--- src/rtl/reg_bank_dumper.sv ---
// Debug dump sequencer: walks first_reg..last_reg over the bank's two read ports, two words per fetch.
// Latency start->first beat 2 cycles; a stalled beat holds data/index until out_ready (abort/rst excepted).
module reg_bank_dumper #(
    parameter int NUM_REGS = 32,
    parameter int ADDR_W   = 5,
    parameter int DATA_W   = 32
) (
    input  logic              clk,
    input  logic              rst,
    input  logic              start,
    input  logic              abort,
    input  logic [ADDR_W-1:0] first_reg,
    input  logic [ADDR_W-1:0] last_reg,
    output logic [ADDR_W-1:0] rs,
    output logic [ADDR_W-1:0] rt,
    input  logic [DATA_W-1:0] read_data1,
    input  logic [DATA_W-1:0] read_data2,
    output logic              out_valid,
    input  logic              out_ready,
    output logic [ADDR_W-1:0] out_index,
    output logic [DATA_W-1:0] out_data,
    output logic              busy,
    output logic              done,
    output logic              err
);

    typedef enum logic [1:0] {
        S_IDLE,
        S_FETCH,
        S_DRAIN,
        S_DONE
    } state_t;

    state_t            state_q, state_d;
    logic [ADDR_W-1:0] cur_q, cur_d;
    logic [ADDR_W-1:0] last_q, last_d;
    logic [DATA_W-1:0] b0_dat_q, b0_dat_d, b1_dat_q, b1_dat_d;
    logic [ADDR_W-1:0] b0_idx_q, b0_idx_d, b1_idx_q, b1_idx_d;
    logic [1:0]        cnt_q, cnt_d;
    logic              err_q, err_d;
    logic [ADDR_W-1:0] cur_nxt;

    // Second read port always looks one entry ahead, wrapping at the top of the bank.
    assign cur_nxt   = ADDR_W'((32'(cur_q) + 1) % NUM_REGS);
    assign rs        = cur_q;
    assign rt        = cur_nxt;
    assign out_valid = (state_q == S_DRAIN);
    assign out_index = b0_idx_q;
    assign out_data  = b0_dat_q;
    assign done      = (state_q == S_DONE);
    assign err       = err_q;
    // An illegal range passes through DONE with err set but never counts as busy.
    assign busy      = (state_q != S_IDLE) && !err_q;

    always_comb begin
        state_d  = state_q;
        cur_d    = cur_q;
        last_d   = last_q;
        b0_dat_d = b0_dat_q;
        b0_idx_d = b0_idx_q;
        b1_dat_d = b1_dat_q;
        b1_idx_d = b1_idx_q;
        cnt_d    = cnt_q;
        err_d    = err_q;

        case (state_q)
            S_IDLE: begin
                if (start) begin
                    if (first_reg <= last_reg) begin
                        cur_d   = first_reg;
                        last_d  = last_reg;
                        err_d   = 1'b0;
                        state_d = S_FETCH;
                    end else begin
                        err_d   = 1'b1;
                        state_d = S_DONE;
                    end
                end
            end
            S_FETCH: begin
                b0_dat_d = read_data1;
                b0_idx_d = cur_q;
                if (cur_q < last_q) begin
                    b1_dat_d = read_data2;
                    b1_idx_d = cur_nxt;
                    cnt_d    = 2'd2;
                end else begin
                    cnt_d    = 2'd1;
                end
                state_d = S_DRAIN;
            end
            S_DRAIN: begin
                if (out_ready) begin
                    if (cnt_q == 2'd2) begin
                        b0_dat_d = b1_dat_q;
                        b0_idx_d = b1_idx_q;
                        cnt_d    = 2'd1;
                    end else begin
                        cnt_d = 2'd0;
                        if (b0_idx_q == last_q) begin
                            state_d = S_DONE;
                        end else begin
                            cur_d   = cur_q + ADDR_W'(2);
                            state_d = S_FETCH;
                        end
                    end
                end
            end
            S_DONE: begin
                state_d = S_IDLE;
            end
            default: begin
                state_d = S_IDLE;
            end
        endcase

        if (abort && (state_q != S_IDLE)) begin
            state_d = S_IDLE;
            cnt_d   = 2'd0;
        end
    end

    always_ff @(posedge clk or posedge rst) begin
        if (rst) begin
            state_q  <= S_IDLE;
            cur_q    <= '0;
            last_q   <= '0;
            b0_dat_q <= '0;
            b0_idx_q <= '0;
            b1_dat_q <= '0;
            b1_idx_q <= '0;
            cnt_q    <= 2'd0;
            err_q    <= 1'b0;
        end else begin
            state_q  <= state_d;
            cur_q    <= cur_d;
            last_q   <= last_d;
            b0_dat_q <= b0_dat_d;
            b0_idx_q <= b0_idx_d;
            b1_dat_q <= b1_dat_d;
            b1_idx_q <= b1_idx_d;
            cnt_q    <= cnt_d;
            err_q    <= err_d;
        end
    end

endmodule

--- config.mk ---
export PLATFORM = sky130hd
export DESIGN_NAME = reg_bank_dumper
export DESIGN_NICKNAME = d
export VERILOG_FILES = /design/src/rtl/reg_bank_dumper.sv
export SDC_FILE = /design/constraint.sdc
export NUM_CORES = 1
export LEC_CHECK = 0
export ABC_CLOCK_PERIOD_IN_PS = 3400
export CAP_MARGIN = 20
export CELL_PAD_IN_SITES_DETAIL_PLACEMENT = 0
export CELL_PAD_IN_SITES_GLOBAL_PLACEMENT = 1
export CORE_ASPECT_RATIO = 1.5
export CORE_MARGIN = 10
export CORE_UTILIZATION = 36
export CTS_CLUSTER_SIZE = 12
export DETAILED_ROUTE_END_ITERATION = 7
export MAX_ROUTING_LAYER = met4
export PLACE_DENSITY_LB_ADDON = 0.15
export SLEW_MARGIN = 5
export SYNTH_ARGS = -nofsm -noshare
export SYNTH_HDL_FRONTEND = slang
export SYNTH_SLANG_ARGS = --single-unit
--- constraint.sdc ---
create_clock -name clk -period 3.4 [get_ports clk]
set_input_delay 0.68 -clock clk [delete_from_list [all_inputs] [get_ports clk]]
set_output_delay 0.68 -clock clk [all_outputs]
set_load 0.05 [all_outputs]
**Yosys cells after proc, flatten, opt, wreduce, memory -nomap -nowiden**

Cells that the tools add are included.

- Add/subtract/negate cells: 2
- $mul: 0
- Div/mod/pow operators: 0
- Order comparisons: 2
- Equality and inequality tests: 14
- Shift operators: 0
- Muxes and demuxes: 25
- Bitwise operators: 0
- Reductions and logical operators: 15

Operators with widths:

| operator | number |
|---|---|
| $mux W32 | 2 |
| $pmux W32 S2 | 1 |
| $mux W5 | 7 |
| $pmux W5 S2 | 2 |
| $mux W2 | 9 |
| $reduce_and A3 Y1 | 3 |
| $ne A2 B2 Y1 const B | 4 |
| $pmux W2 S4 | 1 |
| $eq A2 B2 Y1 const B | 3 |
| $reduce_and A2 Y1 | 3 |
| $reduce_and A6 Y1 | 1 |
| $reduce_bool A2 Y1 | 3 |
| $add A5 B1 Y5 const B | 1 |
| $add A5 B2 Y5 const B | 1 |
| $eq A5 B5 Y1 | 1 |
| $le A5 B5 Y1 | 1 |
| $lt A5 B5 Y1 | 1 |
| $ne A2 B1 Y1 const B | 2 |
| $pmux W2 S2 | 1 |
| $ne A3 B1 Y1 const B | 1 |
| $ne A3 B2 Y1 const B | 1 |
| $ne A3 B3 Y1 const B | 1 |
| $reduce_bool A3 Y1 | 1 |
| $eq A2 B1 Y1 const B | 1 |
| other kinds (4) | 6 |

- Register bits: 89
- Bits in latches: 0
- Bits in writable memories: 0
- Bits in read-only memories: 0
- Output and inout port bits: 51
- Memories kept: 0

**Longest topological paths before layout**

- Word-level depth: 6
- Gate-level depth with buffers: 8
- Depth with buffers taken out: 7

**Least setup slack after synthesis**

No wires, ideal clock.

- Kind: register -> output
- Start: register cur_q[1] (netlist: rs[1])
- End: output rt[4]
- Arrival time: 1.977 ns
- Setup slack: 0.743 ns
- Stages on the path, launching flop included: 4
- Path buffers: 0
- Cell sequence: dfrtp_1 > ha_1 > nand3_1 > xnor2_1

- Word-level cells in the longest chain between the ends: 1

Ends and longest elaborated chain:

| item | line | text |
|---|---|---|
| start: declaration | 35 | `logic [ADDR_W-1:0] cur_q, cur_d;` |
| start signal: assignment | 136 | `cur_q <= cur_d;` |
| $add A5 B1 Y5 | 44 | `assign cur_nxt = ADDR_W'((32'(cur_q) + 1) % NUM_REGS);` |
| end: declaration | 15 | `output logic [ADDR_W-1:0] rt,` |

Every way passes these cells.

**Final worst setup path**

- Start: register cur_q[2] (netlist: rs[2])
- End: output rt[3]

The elaborated chain is that of the path after synthesis.

==> results by group <==
Clocking
  • Clock Path Buffers: 2
  • TritonCTS clock tree: yes
  • Worst-Skew Late Latency: 0.34 ns
  • Num CTS Buffers: 9
  • Cts hold-fix bufs: 0
  • Post-CTS resize count: 0
  • Clk slew on worst S/H paths: 0.06 ns
  • Post-CTS Setup Bufs: 0
  • Clk root buf: clkbuf_16
  • # H-tree levels: 3
  • Clock sinks: 89

Worst setup path
  • Setup CP Type: register to output pin
  • R2R cell count: 5
  • Crit path required time: between 2 and 3 ns
  • Worst-path fanout max: 8
  • Crit end category: output pin
  • Setup crit start kind: register
  • Worst EP arrival: 2.25 ns

Power
  • Logic pwr share: 0.549
  • Seq pwr share: 0.293
  • P_sw: 3.022 mW
  • Leak: 2.527 nW
  • Worst VDD drop: a little under 0.0005 V
  • Internal power consumption: roughly 3.7 mW
  • Switching Share: 0.4490
  • PwrDens: about 1100 mW/mm2
  • Clock share of power: 0.158

GRT
  • Initial antenna violation count: 0
  • Via count of the first global-routing pass: 3589
  • First-pass GRT wire length: 18530 um
  • Total gr overflow: 0
  • GR Util All Layers: 0.1461
  • Largest net degree at the start of global routing: 58

Finish
  • Nets: approximately 620
  • Syn-to-layout area delta: 41.01%
  • Final Instance Area: slightly below 0.006 mm2
  • Commonest cells after routing, fill and taps aside: clkdlybuf4s50_1 (128), dfrtp_1 (89), nand2_1 (78), nor2_1 (44), mux2_2 (41)
  • Ant diodes: 0
  • Layout cells sized above 1: 0.1456
  • Commonest non-fill, non-tap cell in the layout: clkdlybuf4s50_1

Floorplan
  • Die Y: 152.7 um
  • Initial Utilization: 0.3664
  • I/O pin count: 130
  • FP Rows: 48
  • Die width: 108.5 um
  • CORE AREA: 0.01153 mm2
  • Die area: ~0.017 mm2

Drt
  • Avg WL per Cell: 16.83 um
  • Via Count: 3280
  • Drc violations: 0
  • Vias per std cell: between 4 and 5
  • Highest Signal Layer: met4
  • Post-route ant nets: 0
  • Drt pass-1 iters: 4
  • Met1 wire length: 4551 um
  • Initial DRC count: 130
  • Routed wire length: 11430 um
  • Met3 wire len: 545 um
  • DR WL met2: around 6000 um

Placement
  • Gpl congestion: approximately 0.8
  • Number of port buffers: 129
  • Post-DP HPWL: 8433 um
  • Area after DPL: approximately 0.0056 mm2

STA
  • Final Cycle Share: 0.8629
  • Max_slew headroom: 0.5914
  • Minimum hold slack: slightly above 0.5 ns
  • Setup violators final: 0
  • Fin Setup TNS: 0 ns
  • Final hold vios: 0
  • Tmin final: 2.934 ns
  • Slew @ Worst Pin: 0.6123 ns
  • RSZ-0062 raised after global routing: no
  • Max-slew violation count: 0
  • Fmax: 0.3409 GHz
  • Setup Skew: between 0.007 and 0.008 ns

Logic synthesis
  • Netlist cell types: 45
  • Synth warn: 0
  • Register bit total from synthesis: just under 90
  • Most used flip-flop cell after synthesis: dfrtp_1
  • Sequential area share after synthesis: 0.5271
  • Synthesized Nets: 493
  • Syn Area/Cell: 10.48 um2
  • Async SR Flop Fraction: 1.000
  • Number of synthesized flops with an enable pin: 0
  • Cells after Synth: 403
  • Synthesized area: around 0.0042 mm2

Hold path
  • Hold depth: 1
  • Hold WC Path Type: register to register

Flow run
  • MaxCap Viol Count: 0

Status
  • Status: completed
[state kept, by name, indices dropped and copies added, names as in the netlist]
name and cells:
state_q 2, err 1, rs 5, last_q 5, out_index 5, b1_idx_q 5
out_data 32, cnt_q 2, b1_dat_q 32
[area by class of cell]
type	count	area (um2)
clock buffer	10	239.0
sequential	89	2227
timing repair buffer	134	1364
multi-input combinational	276	1803
fill	1081	5573
inverter	15	57.56
clock inverter	5	80.08
tap	150	187.7
[worst max-delay path, cell delays in order, from the launching register on]
cell             delay, ns
dfrtp_1               0.53
ha_1                  0.26
nand2_1               0.08
xnor2_1               0.18
clkdlybuf4s50_1       0.87
[routing by layer]
metal  global-route usage  vias to the layer above
li1                     -                     1613
met1               0.1549                     1578
met2               0.2589                       71
met3              0.03218                       18
met4              0.04789                        0
met5                    -                        -
[power by group through the flow]
stage,clock [mW],sequential [mW],combinational [mW]
floorplan,0,2.77,1.84
global placement,0,1.98,3.71
detailed placement,0,2.00,3.76
CTS,1.09,1.98,3.77
global route,1.14,2.05,3.98
finish,1.06,1.97,3.69
[worst paths after layout]
kind	to	start	slack, ns
setup / recovery	rt[3]	rs[2]	0.47
hold / removal	b1_dat_q[6]	b1_dat_q[6]	0.51
setup reg to reg	rs[2]	state_q[0]	1.15
hold reg to reg	b1_dat_q[6]	b1_dat_q[6]	0.51
max in group asynchronous	b1_dat_q[8]	rst	1.95
min in group asynchronous	out_data[30]	rst	0.72
[kinds of logic after synthesis]
family                     count (synthesis)  synth area share
xor gates and xnor gates                  10           0.02073
and+or+nand+nor                          143            0.1430
DFF                                       89            0.5271
buffers and inverters                     38           0.04886
adders and majority gates                 11           0.03257
muxes                                     46            0.1211
AOI/OAI and AO/OA                         66            0.1066
[cells in the mapped netlist (2+ instances only)]
cell       n  area share
a211o_1    2      0.0041
a21oi_1    9       0.011
a31oi_1   36       0.053
buf_2     13       0.015
buf_6      5       0.013
clkbuf_1   4      0.0036
dfrtp_1   89        0.53
ha_1      11       0.033
inv_1     14       0.012
mux2_2    41        0.11
mux2i_1    5       0.012
nand2_1   78       0.069
nand3_1    7      0.0083
nor2_1    44       0.039
o21a_1     3      0.0053
o21ai_0    2      0.0024
o21bai_1   3      0.0053
or2b_2     2      0.0041
xnor2_1    4      0.0083
xor2_1     6       0.012
[per-stage QoR]
step / utilization / worst slack, ns / power [mW] / instances
after floorplan: - / 0.4131 / 4.613 / 403
after global placement: 0.4890 / 0.6982 / 5.695 / 664
after detailed placement: 0.4890 / 0.6248 / 5.761 / 664
after CTS: 0.5167 / 0.4649 / 6.839 / 679
after global routing: 0.5167 / 0.3653 / 7.173 / 679
final: 0.5167 / 0.4662 / 6.731 / 679
Note: power is estimated with default switching activity, not from simulation.
